`config.mk`:
```
export PLATFORM = sky130hd
export DESIGN_NAME = fifo_tx_drain_flat
export DESIGN_NICKNAME = d
export VERILOG_FILES = /design/src/rtl/fifo_tx_drain_pkg.sv /design/src/rtl/fifo_tx_drain_if.sv /design/src/rtl/fifo_tx_drain.sv /design/src/flat_wrapper.sv
export SDC_FILE = /design/constraint.sdc
export NUM_CORES = 1
export LEC_CHECK = 0
export CAP_MARGIN = 20
export CORE_MARGIN = 2
export CORE_UTILIZATION = 45
export CTS_CLUSTER_DIAMETER = 120
export DETAILED_ROUTE_END_ITERATION = 10
export GPL_TIMING_DRIVEN = 1
export HOLD_SLACK_MARGIN = 0.15
export PLACE_DENSITY = 0.77
export SYNTH_ARGS = -nofsm -noshare
export SYNTH_HDL_FRONTEND = slang
export SYNTH_SLANG_ARGS = --single-unit
export TNS_END_PERCENT = 20
```
`constraint.sdc`:
```
create_clock -name rclk -period 1.8 [get_ports rclk]
set_input_delay 0.18 -clock rclk [delete_from_list [all_inputs] [get_ports rclk]]
set_output_delay 0.18 -clock rclk [all_outputs]
set_load 0.005 [all_outputs]
```
`src/rtl/fifo_tx_drain_pkg.sv`:
```
// Shared definitions for the FIFO-to-transmitter drain block.
package fifo_tx_drain_pkg;

  localparam int DEF_DATA_WIDTH = 8;

  typedef enum logic [1:0] {
    ST_IDLE      = 2'd0,
    ST_LOAD      = 2'd1,
    ST_WAIT_ACK  = 2'd2,
    ST_WAIT_DONE = 2'd3
  } state_t;

endpackage

```
`src/rtl/fifo_tx_drain_if.sv`:
```
// FIFO read-port and transmitter handshake bundle seen by the drain block.
interface fifo_tx_drain_if
  import fifo_tx_drain_pkg::*;
#(
  parameter int DATA_WIDTH = DEF_DATA_WIDTH
) ();

  logic                  rempty;
  logic [DATA_WIDTH-1:0] rdata;
  logic                  rinc;
  logic                  tx_busy;
  logic [DATA_WIDTH-1:0] tx_data;
  logic                  tx_valid;
  logic                  ack_err;
  logic                  drain_idle;

  // master: the drain block itself; slave: FIFO read side plus transmitter
  modport master (
    input  rempty, rdata, tx_busy,
    output rinc, tx_data, tx_valid, ack_err, drain_idle
  );

  modport slave (
    output rempty, rdata, tx_busy,
    input  rinc, tx_data, tx_valid, ack_err, drain_idle
  );

endinterface

```
`src/rtl/fifo_tx_drain.sv`:
```
// Pops one FIFO word whenever the transmitter is idle, strobes it out for one
// cycle and follows the busy handshake to completion before the next pop.
module fifo_tx_drain
  import fifo_tx_drain_pkg::*;
#(
  parameter int DATA_WIDTH  = DEF_DATA_WIDTH,
  parameter int ACK_TIMEOUT = 16,
  parameter int CNT_W       = 5
) (
  input  logic           rclk,
  input  logic           rrst_n,
  fifo_tx_drain_if.master bus
);

  localparam logic [CNT_W-1:0] CNT_LAST = CNT_W'(ACK_TIMEOUT - 1);

  state_t                state;
  logic [CNT_W-1:0]      ack_cnt;
  logic [DATA_WIDTH-1:0] tx_data_q;
  logic                  tx_valid_q;
  logic                  ack_err_q;
  logic                  pop;

  // Busy wins over a freshly non-empty FIFO; reset also masks the pop.
  assign pop = (state == ST_IDLE) & ~bus.rempty & ~bus.tx_busy & rrst_n;

  always_ff @(posedge rclk or negedge rrst_n) begin
    if (!rrst_n) begin
      state      <= ST_IDLE;
      ack_cnt    <= '0;
      tx_data_q  <= '0;
      tx_valid_q <= 1'b0;
      ack_err_q  <= 1'b0;
    end else begin
      case (state)
        ST_IDLE: begin
          if (pop) begin
            tx_data_q  <= bus.rdata;
            tx_valid_q <= 1'b1;
            state      <= ST_LOAD;
          end
        end
        ST_LOAD: begin
          tx_valid_q <= 1'b0;
          ack_cnt    <= '0;
          state      <= ST_WAIT_ACK;
        end
        ST_WAIT_ACK: begin
          // Compared before increment, so the counter never wraps.
          if (bus.tx_busy) begin
            state <= ST_WAIT_DONE;
          end else if (ack_cnt == CNT_LAST) begin
            ack_err_q <= 1'b1;
            state     <= ST_IDLE;
          end else begin
            ack_cnt <= ack_cnt + CNT_W'(1);
          end
        end
        ST_WAIT_DONE: begin
          if (!bus.tx_busy) begin
            state <= ST_IDLE;
          end
        end
        default: state <= ST_IDLE;
      endcase
    end
  end

  assign bus.rinc       = pop;
  assign bus.tx_data    = tx_data_q;
  assign bus.tx_valid   = tx_valid_q;
  assign bus.ack_err    = ack_err_q;
  assign bus.drain_idle = (state == ST_IDLE) & bus.rempty;

endmodule

```
`src/flat_wrapper.sv`:
```
// flat-port wrapper written by rule: the top's interface ports become plain ports
module fifo_tx_drain_flat import fifo_tx_drain_pkg::*;
#(
  parameter int DATA_WIDTH  = DEF_DATA_WIDTH,
  parameter int ACK_TIMEOUT = 16,
  parameter int CNT_W       = 5
)
  (rclk, rrst_n, bus_rempty, bus_rdata, bus_tx_busy, bus_rinc, bus_tx_data, bus_tx_valid, bus_ack_err, bus_drain_idle);
  fifo_tx_drain_if #(.DATA_WIDTH(DATA_WIDTH)) bus_i ();
  input  logic rclk;
  input  logic rrst_n;
  input wire logic [$bits(bus_i.rempty)-1:0] bus_rempty;
  input wire logic [$bits(bus_i.rdata)-1:0] bus_rdata;
  input wire logic [$bits(bus_i.tx_busy)-1:0] bus_tx_busy;
  output wire logic [$bits(bus_i.rinc)-1:0] bus_rinc;
  output wire logic [$bits(bus_i.tx_data)-1:0] bus_tx_data;
  output wire logic [$bits(bus_i.tx_valid)-1:0] bus_tx_valid;
  output wire logic [$bits(bus_i.ack_err)-1:0] bus_ack_err;
  output wire logic [$bits(bus_i.drain_idle)-1:0] bus_drain_idle;
  assign bus_i.rempty = bus_rempty;
  assign bus_i.rdata = bus_rdata;
  assign bus_i.tx_busy = bus_tx_busy;
  assign bus_rinc = bus_i.rinc;
  assign bus_tx_data = bus_i.tx_data;
  assign bus_tx_valid = bus_i.tx_valid;
  assign bus_ack_err = bus_i.ack_err;
  assign bus_drain_idle = bus_i.drain_idle;
  fifo_tx_drain #(.DATA_WIDTH(DATA_WIDTH), .ACK_TIMEOUT(ACK_TIMEOUT), .CNT_W(CNT_W)) u_core (.rclk(rclk), .rrst_n(rrst_n), .bus(bus_i));
endmodule
```
Word level (Yosys, flattened, before mapping)
Index checks and enable logic that the tools add are counted.
{ "word_totals": {"ff_bits": 17, "in_bits": 12} }
{ "op_classes": {"add_sub_neg": 1, "eq_ne": 9, "n_mux": 10, "n_bitwise": 6, "n_reduce_logical": 8} }
{ "ops": {"columns": ["cell", "n"], "rows": [
  ["$mux 5", 2],
  ["$pmux 5 s2", 1],
  ["$reduce_and 3->1", 3],
  ["$mux 2", 4],
  ["$ne 2x2->1 const B", 4],
  ["$pmux 2 s4", 1],
  ["$add 5x1->5 const B", 1],
  ["$eq 5x4->1 const B", 1],
  ["$and 1x1->1", 4],
  ["$eq 2x2->1 const B", 2],
  ["$reduce_and 2->1", 2],
  ["$reduce_bool 2->1", 2],
  ["$ne 3x2->1 const B", 1],
  ["$eq 2x1->1 const B", 1],
  ["$logic_not 2->1", 1],
  ["$not 1->1", 2],
  ["$pmux 1 s2", 1],
  ["$mux 1", 1]
]} }

Logic depth before layout (Yosys ltp)
{ "depth": {"word_depth": 6, "depth_mapped": 6, "depth_no_buf": 6} }

Worst setup path after synthesis
No wires, ideal clock.
{ "synth_timing": {"kind": "register -> register", "startpoint": "register u_core.ack_cnt[0]", "endpoint": "register u_core.ack_cnt[3]", "arrival_ps": 1519, "t_required_ps": 1676, "setup_slack_ps": 157, "stages_incl_launch_ff": 7, "n_path_buf": 0, "synth_period_minus_slack_ps": 1643, "cell_sequence": "dfrtp_1 ha_1 and3_1 ha_1 nor2_1 a31oi_1 o31a_1"} }
{ "synth_between": {"elab_chain_cells": 4} }
{ "synth_rtl": {"columns": ["item", "line_no", "source"], "rows": [
  ["start, declared", "fifo_tx_drain.sv:18", "logic [CNT_W-1:0] ack_cnt;"],
  ["start signal, assigned", "fifo_tx_drain.sv:56", "ack_cnt <= ack_cnt + CNT_W'(1);"],
  ["$add 5x1->5", "fifo_tx_drain.sv:56", null],
  ["$mux 5", "fifo_tx_drain.sv:52", "end else if (ack_cnt == CNT_LAST) begin"],
  ["$mux 5", "fifo_tx_drain.sv:50", "if (bus.tx_busy) begin"],
  ["$pmux 5 s2", "fifo_tx_drain.sv:35", "case (state)"]
]} }
Several ways; a longest one is shown, not always the timed one. The select of a mux whose other input is x is not followed.
A chain may end at the register's enable or synchronous reset.

Worst setup path in the final report
{ "layout_timing": {"startpoint": "register u_core.ack_cnt[1]", "endpoint": "register u_core.ack_cnt[1]"} }
The elaborated chain is that of the path after synthesis.

==> results.md <==
* Clk buf depth at 2
* Detailed Routing Iterations Pass 1 at 4
* Area share of the largest cell type after synthesis at 52.4%
* Hold Fails Final Rpt at 0
* Multi-input logic area at approximately 360 sq um
* Critical path endpoint category: register
* Number of remaining DRC errors at 0
* Synth area leader: dfrtp_1
* Mapped Cells at between 60 and 70
* Worst-Skew Late Latency at 0.29 ns
* Via density at 5.15
* Worst Tran Pin Value at 0.254 ns
* TritonCTS buffer count at 3
* Fillers at 133
* Worst VDD drop at 780 uV
* First-pass GRT wire length at 2610 um
* Seq cells post-synth at 17
* Syn Nets at slightly above 80
* Antenna cells at 0
* WP data required at 2.03 ns
* IO Pins at 24
* Slew margin rel. at 83.1%
* Clock sink count at 17
* Layout cells sized above 1 at 24.0%
* TNS Setup at 0 ns
* Routability congestion estimate at 0.828
* Site row count at 15
* Area delta synth->final at 41.9%
* Port buffer count at 23
* Status: finished clean
* CTS HTree Levels at 1
* Register Area at 427 sq um
* Commonest non-fill, non-tap cell in the layout: clkdlybuf4s50_1
* Total Wirelength at between 1500 and 2000 um
* Data arrival, critical path at 2.00 ns
* Largest net degree at the start of global routing at 18
* PwrDens at roughly 1400 nW/um^2
* Routed len/inst at 14.5 um
* Async set-reset flop share out of synthesis at 100%
* Warnings, synthesis at 0
* Tot GR Track Use at approximately 18%
* GRT overflow at 0
* Cell Area, Synth at 812 sq um
* Initial core utilization at 47.5%
* Die height at around 46 um
* Mean Syn Cell Area at 11.9 sq um
* Final Cycle Share at between 90 and 100%
* Layout Utilization at 67.5%
* Final-report max-slew violation count at 0
* Detail Placement HPWL at 1340 um
* Via Count at 644
* Core ar. at ~1700 sq um
* Setup Viol. Count Final at 0
* Root Driver: clkbuf_4
* Peak Freq at 0.566 GHz
* Main synth FF type: dfrtp_1
* Clock transition at the registers of the reported paths at 0.10 ns
* Clk_skew at 0.00511 ns
* Die footprint at 2160 sq um
* LEAKAGE at 0.553 nW
* Final ANT Viol Nets at 0
* Drt initial violations at 12
* CP Launch Type: register
* Initial antenna violation count at 0
* Commonest non-fill, non-tap cells in the layout: clkdlybuf4s50_1 (21), dfrtp_1 (16), buf_4 (8)
* Max capacitance violation total at 0
* Die width at 46.5 um
* CTS tree: done
* Worst Hold Class: primary input to async pin
* Final nets at 115
* Setup Crit Path Kind: register to register
* Netlist cell types at 26
* CP Max Fanout at 4
* Top area cells in the synthesized netlist: dfrtp_1 (52%), mux2_4 (13%), a22o_1 (3.2%), ha_1 (3.1%), nand2_1 (2.8%)
* Post-synthesis sequential area ratio at 52.4%
* Vias in the first global route at 618
* Fin crit period at 1.77 ns
* Post-synth EDFFs at 0
[cell type report]
type                       count  share of cell area [%]
inverter                       4                    1.30
clock buffer                   4                    2.28
timing repair buffer          31                    25.6
multi-input combinational     44                    31.1
tap                           25                    2.71
sequential                    17                    37.0
[registers in the layout (all words and copies together), names as in the netlist]
name and count:
u_core.bus.tx_data 8, u_core.ack_cnt 5, u_core.state 2, u_core.bus.ack_err 1
u_core.bus.tx_valid 1
[metal layers]
metal,vias up,wire (um),track usage [%]
met5,-,0,0
met4,0,44,11.4
met3,6,48,3.53
met2,14,925,28.6
met1,318,789,22.3
li1,306,-,-
[final timing paths]
kind                                    start                 end  slack (ns)  depth (start not counted)
min                                    rrst_n     u_core.state[0]        0.26                          2
max in group asynchronous              rrst_n     u_core.state[1]        1.34                          2
max                         u_core.ack_cnt[1]   u_core.ack_cnt[1]        0.03                          6
min in group rclk          u_core.bus.ack_err  u_core.bus.ack_err        0.49                          1
max reg2reg                 u_core.ack_cnt[1]   u_core.ack_cnt[1]        0.03                          6
min reg2reg                u_core.bus.ack_err  u_core.bus.ack_err        0.49                          1
[power by group]
| group | internal, mW | switching [mW] | leakage, nW |
|---|---|---|---|
| Sequential | 0.547 | 0.115 | 0.212 |
| Clock | 0.0863 | 0.116 | 0.0150 |
| Combinational | 0.482 | 0.280 | 0.325 |
| Total | 1.11 | 0.510 | 0.553 |
[cell families after synthesis]
group	synth area share (%)
multiplexers	14.3
adder cells (fa/ha/maj)	3.08
flip-flops	52.4
AO/OA/AOI/OAI	12.3
buffers and inverters	4.16
AND/OR/NAND/NOR	13.7
[synth_stat cells (2+ instances only)]
cell	instances
and3_1	2
o21ai_0	4
clkbuf_1	2
dfrtp_1	17
nand2_1	6
nand3_1	2
ha_1	2
nor2_1	4
a22o_1	3
mux2_4	7
inv_1	4
[per-stage QoR]
step / instance area (sq um) / hold WS [ns] / cells / power, mW / worst slack (ns)
detailed placement: 1110 / 0.471 / 120 / 1.40 / 0.0525
finish: 1150 / 0.263 / 125 / 1.63 / 0.0341
global placement: 1110 / 0.475 / 120 / 1.36 / 0.0642
global route: 1150 / 0.271 / 125 / 1.73 / -0.00812
floorplan: 812 / -0.116 / 68 / 1.01 / 0.157
CTS: 1140 / 0.259 / 125 / 1.63 / 0.0241
[critical path: stages, from the launching register on]
cell     delay, ns
dfrtp_1       0.42
ha_1          0.23
and3_1        0.16
ha_1          0.23
or3_1         0.37
o21ai_1       0.15
a22o_1        0.15
[what timing repair did]
action / 4_1_cts / 5_1_grt
gates resized for setup: 1 / 7
hold buffers: 0 / 0
endpoints found under the setup margin: 1 / 6
setup buffers: 1 / 0
pin swaps: 0 / 1
Power figures use the tool's default switching activity.
==> patch 1: new RTL, config.mk and constraints unchanged <==
`ACK_TIMEOUT` is set to 16 in 2 places; all go to 12.
--- a/src/rtl/fifo_tx_drain.sv
+++ b/src/rtl/fifo_tx_drain.sv
@@ -4,7 +4,7 @@
   import fifo_tx_drain_pkg::*;
 #(
   parameter int DATA_WIDTH  = DEF_DATA_WIDTH,
-  parameter int ACK_TIMEOUT = 16,
+  parameter int ACK_TIMEOUT = 12,
   parameter int CNT_W       = 5
 ) (
   input  logic           rclk,
--- a/src/flat_wrapper.sv
+++ b/src/flat_wrapper.sv
@@ -2,7 +2,7 @@
 module fifo_tx_drain_flat import fifo_tx_drain_pkg::*;
 #(
   parameter int DATA_WIDTH  = DEF_DATA_WIDTH,
-  parameter int ACK_TIMEOUT = 16,
+  parameter int ACK_TIMEOUT = 12,
   parameter int CNT_W       = 5
 )
   (rclk, rrst_n, bus_rempty, bus_rdata, bus_tx_busy, bus_rinc, bus_tx_data, bus_tx_valid, bus_ack_err, bus_drain_idle);
Function: same outputs for any inputs over 10 cycles, from zero or initial values and one cycle with rrst_n low; that may be too few to reach the edited logic, so the function may still have changed.
==> patch 1 against the unedited design <==
- global-route usage is 0.79 points higher
- via count is 5.7% higher
- sequential cell count stayed put
- area after synthesis is 5.4% higher
- worst setup slack better by 0.079 ns
- fmax is 4.7% higher
- cell count is 4.0% higher
- clock skew is 0.0070 ns higher
- total power is 2.9% lower
- utilization is 0.12 points higher
- cell area is 3.5% higher
- wire length is 7.0% higher
- non-clock buffer count is 2 higher
- die area is 4.9% higher
==> patch 1: results (changes against the unedited design) <==
Worst setup path
  • WP data arrival: 1.51 ns (-0.49 ns)
  • Delay of the slowest cell on the worst path: 0.50 ns (+0.08 ns)
  • Crit-path slowest cell: clkdlybuf4s50_1
  • Crit path from: u_core.state[1]
  • Worst-case reg-to-reg path depth: 4 (-2)
  • Launching point of the worst reg2reg path: u_core.ack_cnt[0]
  • Maximum fanout count along the critical path: 3 (-1)
  • Setup slack on the worst flop-to-flop path: 0.33 ns (+0.30 ns)

Placed design
  • Post-place instance area: 1122 sq um (+1.4%)
  • Detail Placement HPWL: 1390 um (+3.7%)
  • Dpl ws: 0.1561 ns (+0.1036 ns)
  • Final weighted congestion of routability-driven global placement: 0.7647 (-7.6%)

Power and ir drop
  • Largest voltage drop on the vdd net: 0.8711 mV (+12%)
  • Static leakage power: 0.5630 nW (+1.9%)

Route
  • Total detailed-routing wirelength: 1934 um (+7.0%)
  • Via count: 681 (+5.7%)
  • Detailed router's first-iteration violation count: 16 (+4)
  • Detailed-route wire length per cell: 14.88 um (+2.9%)

Logic synthesis
  • Syn_nets: 85 (+3.7%)
  • Synthesized area divided by synthesized cell count: 11.89 sq um (-0.46%)
  • Netlist cell types: 30 (+15%)
  • Synthesized-area fraction occupied by adder cells: 0.01462 (-0.01620)
  • Top cells by area, synth: dfrtp_1 50%, mux2_4 12%, a22o_1 3.1%
  • Compound-cell area share of the yosys netlist: 0.1140 (-0.009231)

Timing
  • Setup skew after layout: 0.01215 ns (+0.007045 ns)

Global route
  • Global-route wire length before repair: 2829 um (+8.5%)
  • Number of global-route vias before repair: 623 (+0.81%)

Cells and area
  • Number of fill cells in the layout: 145 (+9.0%)

Status
  • Run status: finished, final reports clean
==> patch 1: cell count changes after synthesis, moves of 2 or more <==
cell | unedited run | this run
or2_2 | 0 | 2
clkbuf_1 | 2 | 0
o21ai_0 | 4 | 2
and3_1 | 2 | 0
buf_2 | 0 | 2
o2bb2ai_1 | 0 | 2
nand4b_1 | 0 | 2
==> patch 1: where the power goes <==
group	internal [mW]	switching (mW)	leakage, nW
Clock	0.0826	0.120	0.0177
Combinational	0.469	0.255	0.328
Sequential	0.534	0.118	0.217
Total	1.09	0.493	0.563
==> patch 1: metal layers <==
metal / share of wire / global-route usage / vias to the layer above
met5: 0 / 0 / -
met4: 0.0098 / 0.06486 / 0
met3: 0.036 / 0.06792 / 2
met2: 0.54 / 0.3081 / 18
met1: 0.42 / 0.2322 / 334
li1: - / - / 327
==> patch 1: critical path, delay by kind of cell, from the launching register on <==
kind	cells	cell delay [ns]
flip-flops	1	0.41
AND/OR/NAND/NOR	2	0.30
buffers and inverters	1	0.50
==> patch 1: cell families after synthesis <==
group	count (synthesis)
buffers and inverters	7
muxes	8
DFF	17
adders and majority gates	1
and+or+nand+nor	26
AOI/OAI and AO/OA	13
==> patch 1: final cells by class <==
cell class | count | area, sq um | area share
clock buffer | 3 | 22.52 | 0.01889
clock inverter | 1 | 5.005 | 0.004197
inverter | 3 | 11.26 | 0.009444
multi-input combinational | 48 | 389.1 | 0.3263
sequential | 17 | 425.4 | 0.3568
tap | 25 | 31.28 | 0.02623
timing repair buffer | 33 | 307.8 | 0.2581
==> patch 1: what timing repair did <==
item                       in CTS  in global routing
gates resized for setup         1                  1
setup buffers                   0                  5
pin swaps                       0                  2
setup endpoints to repair       1                  1
==> patch 2: new RTL, config.mk and constraints unchanged <==
Without the edit above. The 4 states of `state_t` get a Gray code encoding in 2 bits.
--- a/src/rtl/fifo_tx_drain_pkg.sv
+++ b/src/rtl/fifo_tx_drain_pkg.sv
@@ -4,10 +4,10 @@
   localparam int DEF_DATA_WIDTH = 8;
 
   typedef enum logic [1:0] {
-    ST_IDLE      = 2'd0,
-    ST_LOAD      = 2'd1,
-    ST_WAIT_ACK  = 2'd2,
-    ST_WAIT_DONE = 2'd3
+    ST_IDLE      = 2'b00,
+    ST_LOAD      = 2'b01,
+    ST_WAIT_ACK  = 2'b11,
+    ST_WAIT_DONE = 2'b10
   } state_t;
 
 endpackage
Formal check against the unedited RTL: same outputs for any inputs over 10 cycles, from zero or initial values and one cycle with rrst_n low; not proved beyond that.
==> patch 2 against the unedited design <==
- wire length decreased by 5.3%
- sequential cell count unchanged
- sequential power increased by 3.3%
- area after synthesis fell by 2.0%
- total power rose by 3.9%
- fmax increased by 2.2%
- cell area grew 0.22%
- non-clock buffer count is 1 higher
- worst setup slack better by 0.038 ns
- critical path depth unchanged
==> patch 2: results (changes against the unedited design) <==
Global route
  • Number of antenna violations at the first check in global routing: 0 (unchanged)
  • Pin count of the biggest net entering global routing: 18 (unchanged)
  • Number of global-route vias before repair: 631 (+2.1%)
  • Global routing usage summed across all routing layers: 0.1834 (+0.002514)
  • Global-route wire length before repair: 2711 um (+3.9%)

Logic synthesis
  • Netlist cell types: 23 (-12%)
  • Cell types with the highest counts after synthesis: 17 x dfrtp_1, 8 x mux2_2, 4 x inv_1, 4 x nand2_1, 4 x o21ai_0
  • Mux contribution to synthesized area: 0.1132 (-0.03009)
  • Syn_nets: 78 (-4.9%)
  • Sequential element share of the synthesized area: 0.5346 (+0.01071)
  • Compound-cell area share of the yosys netlist: 0.1557 (+0.03239)
  • Synthesized area divided by synthesized cell count: 12.43 sq um (+4.1%)
  • Synthesized-area fraction occupied by adder cells: 0.03145 (+0.0006299)
  • Top cells by area, synth: dfrtp_1 53%, mux2_2 11%, a22o_2 3.8%

Worst setup path
  • Crit path from: u_core.ack_cnt[0]
  • Maximum fanout count along the critical path: 5 (+1)
  • Setup slack on the worst flop-to-flop path: 0.07 ns (+0.04 ns)
  • WP data arrival: 1.97 ns (-0.03 ns)
  • Capturing point of the worst reg2reg path: u_core.ack_cnt[0]

CTS
  • Max clock buf depth: 2 (unchanged)
  • # resized after CTS: 5 (+4)
  • H-tree depth: 1 (unchanged)
  • Clock slew at the register clock pins of the worst setup and hold paths: 0.10 ns (about the same)
  • Total setup buffers inserted after CTS: 0 (-1)

Cells and area
  • Number of fill cells in the layout: 142 (+6.8%)
  • Post-route insts no fill: 115 (-8.0%)
  • Final net count: 113 (-1.7%)
  • Fraction of final layout cells with drive strength greater than 1: 0.3571 (+0.1171)

Power and ir drop
  • Largest voltage drop on the vdd net: 1.137 mV (+46%)
  • Static leakage power: 0.5028 nW (-9.0%)

Timing
  • Max-slew headroom: 0.8416 (+0.01081)
  • Setup skew after layout: 0.003258 ns (-0.001848 ns)
  • Final worst path period share: 0.9599 (-0.02118)
  • Smallest hold slack: 0.3010 ns (+0.03779 ns)

Status
  • Run status: finished, final reports clean

Placed design
  • Final weighted congestion of routability-driven global placement: 0.8377 (+1.2%)
  • Post-place instance area: 1099 sq um (-0.79%)
  • Dpl ws: -0.06848 ns (-0.1210 ns)
  • Detail Placement HPWL: 1241 um (-7.4%)

Route
  • Detailed router's first-iteration violation count: 2 (-10)
  • Total detailed-routing wirelength: 1712 um (-5.3%)
  • Via/cell ratio: 5.530 (+7.3%)
  • DRT Pass-1 Iters: 4 (unchanged)

Hold path
  • Worst hold-check path type: input pin to async pin
==> patch 2: cell count changes after synthesis, sizes merged, moves of 2 or more <==
cell     change
a2bb2oi      +2
clkbuf       -2
nand2        -2
nor2         -3
nor3         +3
o31ai        +2
==> patch 2: layout make-up <==
type                    instances  area share
clock buffers                   3     0.01950
clock inverters                 1    0.004334
inverters                       4     0.01517
multi-input cells              41      0.3131
flip-flops and latches         17      0.3694
well taps                      17     0.01842
repair buffers                 32      0.2600
==> patch 2: worst min-delay path by stage <==
stage / start / endpoint / depth (start not counted)
after floorplan: rrst_n / u_core.ack_cnt[0] / 0
after global placement: u_core.bus.ack_err / u_core.bus.ack_err / 2
after detailed placement: u_core.bus.ack_err / u_core.bus.ack_err / 2
after CTS: rrst_n / u_core.bus.ack_err / 2
after global routing: rrst_n / u_core.ack_cnt[3] / 2
final: rrst_n / u_core.ack_cnt[3] / 2
==> patch 2: cell families after synthesis <==
logic type               count (synthesis)
AND/OR/NAND/NOR                         15
adder cells (fa/ha/maj)                  2
multiplexers                             8
flip-flops                              17
AO/OA/AOI/OAI                           16
buffers and inverters                    6
==> patch 2: report_power, final <==
group          leakage (nW)  internal, mW  total [mW]  switching (mW)
clock                0.0177        0.0828       0.208           0.125
sequential            0.205         0.556       0.684           0.129
combinational         0.280         0.504       0.797           0.293
==> patch 2: per-layer routing <==
layer | global-route usage | vias to the layer above | share of wire
li1 | - | 307 | -
met1 | 0.2214 | 304 | 0.43
met2 | 0.3028 | 21 | 0.49
met3 | 0.05882 | 4 | 0.067
met4 | 0.06857 | 0 | 0.019
met5 | 0 | - | 0
==> patch 2: worst max-delay path, cell delays in order, from the launching register on <==
cell and delay, ns:
dfrtp_1 0.40, ha_1 0.23, and3_1 0.16, ha_2 0.20, or3b_4 0.41, o21ai_2 0.14, a22o_2 0.14
